===== src/rtl/index_xfer_ctrl.sv =====
// Register-file transfer sequencer for implied-mode 6502 ops (TAX..DEY).
// One op per handshake: IDLE -> SRC -> DST -> FIN, or IDLE -> FIN when the opcode is unsupported.
module index_xfer_ctrl (
   input  logic       CLK,
   input  logic       RST,
   input  logic       OP_VALID,
   input  logic [7:0] OP_CODE,
   output logic       OP_READY,
   input  logic [7:0] BUS,
   output logic       A_BE,
   output logic       X_BE,
   output logic       Y_BE,
   output logic       S_BE,
   output logic       A_LOAD,
   output logic       X_LOAD,
   output logic       Y_LOAD,
   output logic       S_LOAD,
   output logic       INC_EN,
   output logic       DEC_EN,
   output logic       FLAG_WE,
   output logic       FLAG_N,
   output logic       FLAG_Z,
   output logic       DONE,
   output logic       ILLEGAL
);

   typedef enum logic [1:0] {IDLE, SRC, DST, FIN} state_t;

   localparam logic [3:0] R_A = 4'b0001;
   localparam logic [3:0] R_X = 4'b0010;
   localparam logic [3:0] R_Y = 4'b0100;
   localparam logic [3:0] R_S = 4'b1000;

   state_t     state_q;
   logic [3:0] dst_q, be_q, load_q;
   logic       fwe_q, ready_q, inc_en_q, dec_en_q, flag_we_q, done_q, illegal_q;

   logic [3:0] src_d, dst_d;
   logic       inc_d, dec_d, fwe_d, legal_d;

   always_comb begin
      src_d   = '0;
      dst_d   = '0;
      inc_d   = 1'b0;
      dec_d   = 1'b0;
      fwe_d   = 1'b1;
      legal_d = 1'b1;
      case (OP_CODE)
         8'hAA: begin src_d = R_A; dst_d = R_X; end
         8'h8A: begin src_d = R_X; dst_d = R_A; end
         8'hA8: begin src_d = R_A; dst_d = R_Y; end
         8'h98: begin src_d = R_Y; dst_d = R_A; end
         8'hBA: begin src_d = R_S; dst_d = R_X; end
         8'h9A: begin src_d = R_X; dst_d = R_S; fwe_d = 1'b0; end
         8'hE8: begin src_d = R_X; dst_d = R_X; inc_d = 1'b1; end
         8'hCA: begin src_d = R_X; dst_d = R_X; dec_d = 1'b1; end
         8'hC8: begin src_d = R_Y; dst_d = R_Y; inc_d = 1'b1; end
         8'h88: begin src_d = R_Y; dst_d = R_Y; dec_d = 1'b1; end
         default: begin legal_d = 1'b0; fwe_d = 1'b0; end
      endcase
   end

   // Strobes are registered one state ahead, so each output reflects the state being entered.
   always_ff @(posedge CLK or posedge RST) begin
      if (RST) begin
         state_q   <= IDLE;
         dst_q     <= '0;
         fwe_q     <= 1'b0;
         ready_q   <= 1'b1;
         be_q      <= '0;
         load_q    <= '0;
         inc_en_q  <= 1'b0;
         dec_en_q  <= 1'b0;
         flag_we_q <= 1'b0;
         done_q    <= 1'b0;
         illegal_q <= 1'b0;
      end else begin
         done_q    <= 1'b0;
         illegal_q <= 1'b0;
         case (state_q)
            IDLE: begin
               if (OP_VALID) begin
                  dst_q   <= dst_d;
                  fwe_q   <= fwe_d;
                  ready_q <= 1'b0;
                  if (legal_d) begin
                     state_q  <= SRC;
                     be_q     <= src_d;
                     inc_en_q <= inc_d;
                     dec_en_q <= dec_d;
                  end else begin
                     state_q   <= FIN;
                     done_q    <= 1'b1;
                     illegal_q <= 1'b1;
                  end
               end
            end
            SRC: begin
               state_q   <= DST;
               load_q    <= dst_q;
               flag_we_q <= fwe_q;
            end
            DST: begin
               state_q   <= FIN;
               be_q      <= '0;
               load_q    <= '0;
               inc_en_q  <= 1'b0;
               dec_en_q  <= 1'b0;
               flag_we_q <= 1'b0;
               done_q    <= 1'b1;
            end
            FIN: begin
               state_q <= IDLE;
               ready_q <= 1'b1;
            end
            default: state_q <= IDLE;
         endcase
      end
   end

   logic in_dst;
   assign in_dst = (state_q == DST);

   assign OP_READY = ready_q;
   assign A_BE     = be_q[0];
   assign X_BE     = be_q[1];
   assign Y_BE     = be_q[2];
   assign S_BE     = be_q[3];
   assign A_LOAD   = load_q[0];
   assign X_LOAD   = load_q[1];
   assign Y_LOAD   = load_q[2];
   assign S_LOAD   = load_q[3];
   assign INC_EN   = inc_en_q;
   assign DEC_EN   = dec_en_q;
   assign FLAG_WE  = flag_we_q;
   assign FLAG_N   = in_dst & BUS[7];
   assign FLAG_Z   = in_dst & (BUS == 8'h00);
   assign DONE     = done_q;
   assign ILLEGAL  = illegal_q;

endmodule


===== config.mk =====
export PLATFORM = sky130hd
export DESIGN_NAME = index_xfer_ctrl
export DESIGN_NICKNAME = d
export VERILOG_FILES = /design/src/rtl/index_xfer_ctrl.sv
export SDC_FILE = /design/constraint.sdc
export NUM_CORES = 1
export LEC_CHECK = 0
export BUFFER_PORTS_ARGS = -buffer_cell sky130_fd_sc_hd__buf_4
export CAP_MARGIN = 20
export CORE_AREA = 4 4 63 65
export DETAILED_ROUTE_END_ITERATION = 12
export DIE_AREA = 0 0 67 69
export REMOVE_ABC_BUFFERS = 1
export SETUP_SLACK_MARGIN = 0.5
export SYNTH_ARGS = -nofsm -noshare
export SYNTH_HDL_FRONTEND = slang
export SYNTH_SLANG_ARGS = --single-unit

===== constraint.sdc =====
create_clock -name CLK -period 3.55 [get_ports CLK]
set_clock_uncertainty 0.2 [all_clocks]
set_input_delay 0.5325 -clock CLK [delete_from_list [all_inputs] [get_ports CLK]]
set_output_delay 0.5325 -clock CLK [all_outputs]
set_load 0.03 [all_outputs]

# == Yosys cells after proc, flatten, opt, wreduce, memory -nomap -nowiden ==
# Cells that the tools add are included.
# totals
regBits,21
output_inout_bits,16
in_bits,19
wordCells,72
# op_classes
n_mux,26
n_bitwise,2
n_reduce_logical,18
eq_ne,15
# op_table
cell,n
8-bit equality test (second input constant),10
4-bit case mux with 4 select lines,2
4-bit case mux with 2 select lines,2
1-bit two-way mux,12
1-bit case mux with 2 select lines,5
10-bit OR reduction,1
9-bit OR reduction,1
8-bit zero test,1
4-bit two-way mux,2
2-bit case mux with 4 select lines,1
2-bit OR reduction,4
4-bit OR reduction,2
2-bit nonzero test,3
3-bit OR reduction,2
2-bit equality test (second input constant),2
2-bit two-way mux,2
2-bit != test (second input constant),2
2-bit AND reduction,2
3-bit AND reduction,1
1-bit bitwise AND,2
2-bit by 1-bit equality test with 1-bit output (second input constant),1
2-bit zero test,1

# == Longest topological paths before layout ==
# depth
depth_word,6
ltp_mapped,6
depth_no_buf,6

# == Worst setup path before layout ==
# OpenSTA, ideal clock, no wires.
# synth_path
kind,input to output
start,input BUS[0]
end,output FLAG_Z
stages,2
n_path_buf,0
slack_ps,809
t_required_ps,2817
arrival_ps,2009
path_cell_list,or4_1 nor4_1
# synth_between
elab_chain_len,2
# synth_lines
element,line_no,source
"start, declared",9,"input logic [7:0] BUS,"
8-bit zero test,137,assign FLAG_Z = in_dst & (BUS == 8'h00);
1-bit bitwise AND,137,
"end, declared",22,"output logic FLAG_Z,"
# No other way between the ends.

# == Final worst setup path ==
# layout_path
start,register state_q[0]
end,output FLAG_Z
# layout_between
elab_chain_len,2
# layout_lines
element,line_no,source
"start, declared",34,state_t state_q;
"start signal, assigned",66,state_q <= IDLE;
"start signal, assigned",87,state_q <= SRC;
"start signal, assigned",92,state_q <= FIN;
2-bit equality test,122,assign in_dst = (state_q == DST);
1-bit bitwise AND,137,
# No other way between the ends.

==> flow_metrics.tcl <==
set metrics [dict create \
    status "complete, no violations" \
    rsz0062_at_grt "false" \
    nets 166 \
    synth_area_leaders "dfrtp_1, nand2_1, mux2i_1, o2bb2ai_1, ha_1" \
    wire_per_inst_um 12.5 \
    synth.avg_cell_area_um2 10.3 \
    die_h_um 69 \
    yosysTopAreaCell "dfrtp_1" \
    ios 35 \
    cts_buffer_depth 2 \
    seq_area_frac_synth 0.458 \
    grt_pass1_vias 922 \
    reg2regPathDepth 5 \
    power_uw 731 \
    final_util 0.432 \
    io_buffers 34 \
    max_freq_mhz 418 \
    num_vias 891 \
    hpwl_mm 1.87 \
    clock-sinks 21 \
    synth_top_cell_area_share 0.435 \
    synth_cells 112 \
    path_max_fanout 11 \
    clk_pin_slew_worst_paths_ps 110 \
    firstDrtPassIters 2 \
    worstHoldPathType "input port to async pin" \
    ys_ff_latch 21 \
    r2r-end "be_q[3]" \
    remaining_drc_errors 0 \
    fillers 349 \
    fp.dieW_um 67 \
    cts_buffers 3 \
    worst_pin_slew_ps 791 \
    setup_tns_ps 0 \
    ys_warn_count 0 \
    routed_wl_mm 2.37 \
    syn_area_mm2 0.00115 \
    num_antenna_cells 0 \
    synth-async-reset-ratio 1.00 \
    worstSkewPairLatency_ps 300 \
    critPathArrivalTime_ps 1660 \
    place_congestion 0.736 \
    r2r_setup_slack_ps 1610 \
    vias_per_cell 4.71 \
    ys_types 41 \
    ant_nets 0 \
    startpoint_type "register" \
    grt.total_usage 0.114 \
    synthToLayoutAreaGrowth_pct 25.3 \
    worstSetupEndpointType "output port" \
    criticalPathCategory "register to output port" \
    fin_cells 189 \
    initial_core_util 0.345 \
    cts_root_buffer "clkbuf_4" \
    antenna_found_initial 0 \
    cts_tree "yes" \
    finalCritPeriodShare 0.675 \
    h-tree-depth 1 \
    maxCapViolations 0 \
    crit_required_ps 2820 \
    slew_viol_final 0 \
    hold_viol_final 0 \
    ys.flop_type "dfrtp_1" \
    synth_edf_count 0 \
    cellLeakagePower_nw 0.717 \
    finalCriticalPeriod_ps 2400 \
    place_inst 185 \
    core_area_mm2 0.00334 \
    rows 21 \
    grt-ovfl-total 0 \
    die_area_mm2 0.00462 \
    cts_setup_buffers 0 \
    p_per_area_mw_per_mm2 506 \
    drt_iter0_drc 21 \
    grt_pass1_wl_mm 4.17 \
    grt_start_max_net_pins 22 \
    cts_resized 0 \
    maxSlewHeadroom 0.472 \
    finalSetupViolCount 0 \
    cts_hold_buf 0 \
    drive_gt1_frac 0.315 \
    r2r-start "state_q[0]" \
    ir_drop_mv 0.170 \
]
-- power breakdown --
part | switching [mW] | internal, mW | total (mW)
Combinational | 0.205 | 0.113 | 0.318
Clock | 0.0702 | 0.0420 | 0.112
Sequential | 0.0209 | 0.279 | 0.300
-- how the worst max path moves through the flow --
stage | endpoint | startpoint | cells after the start | slack [ps]
after floorplan | FLAG_Z | BUS[0] | 2 | 810
after global placement | FLAG_Z | BUS[0] | 4 | 1250
after detailed placement | FLAG_Z | BUS[0] | 4 | 1200
after CTS | FLAG_Z | state_q[0] | 5 | 1130
after global routing | FLAG_Z | state_q[0] | 5 | 960
final | FLAG_Z | state_q[0] | 5 | 1150
-- state kept, by name, indices dropped and copies added, names as in the netlist --
register and cells:
INC_EN 1, ILLEGAL 1, OP_READY 1, fwe_q 1
state_q 2, FLAG_WE 1, DEC_EN 1, DONE 1
dst_q 4, load_q 4, be_q 4
-- synthesized netlist by cell type (3+ instances only) --
| library cell | count |
|---|---|
| dfrtp_1 | 20 |
| nand2_1 | 19 |
| mux2i_1 | 7 |
| inv_1 | 6 |
| nor2_1 | 5 |
| o2bb2ai_1 | 5 |
| o21ai_0 | 4 |
| a22o_1 | 3 |
| ha_1 | 3 |
-- kinds of logic (layout without fill, tap and decap cells) --
kind of cell / count (synthesis) / in the layout / share of synthesized area
simple gates: 44 / 44 / 0.227
compound gates: 22 / 22 / 0.145
mux: 7 / 7 / 0.0609
buf+inv: 13 / 44 / 0.0619
fa+ha+maj: 3 / 3 / 0.0326
xor+xnor: 2 / 2 / 0.0152
flops: 21 / 21 / 0.458
-- through the flow --
step / hold WS [ps] / instance area [um^2] / worst slack, ps
CTS: 196 / 1440 / 1130
floorplan: 250 / 1100 / 809
finish: 175 / 1440 / 1150
global route: 246 / 1440 / 958
detailed placement: 273 / 1420 / 1200
global placement: 273 / 1420 / 1250
-- routing by layer --
layer | part of all wire | vias to the layer above | wire (um) | global-route usage
li1 | - | 456 | - | -
met1 | 0.44 | 420 | 1050 | 0.148
met2 | 0.51 | 13 | 1200 | 0.184
met3 | 0.037 | 2 | 88 | 0.0130
met4 | 0.015 | 0 | 36 | 0.0541
met5 | 0 | - | 0 | 0
-- layout by cell type (no fill, tap or decap), types with 2 or more instances in the layout --
master	instances
clkbuf_4	3
nand2b_1	2
buf_4	34
o2bb2ai_1	5
nand2_1	19
o21ai_0	4
a21oi_1	2
a22o_1	3
o22ai_1	2
mux2i_1	7
or4_1	2
inv_1	6
nor2_1	5
nor2b_1	2
dfrtp_1	20
ha_1	3
nor4_1	2
-- area by class of cell --
class                   count  area, um^2  share of cell area
clock inverters             1        5.00             0.00347
repair buffers             34         255               0.177
clock buffers               3        22.5              0.0156
flip-flops and latches     21         527               0.365
multi-input cells          78         553               0.383
inverters                   6        22.5              0.0156
well taps                  46        57.6              0.0399
-- critical path, stage by stage (launching register included) --
cell	delay (ps)
dfrtp_1	410
inv_1	90
ha_1	390
nand2_1	80
nor4_1	180
buf_4	210
(Power assumes the default switching activity.)
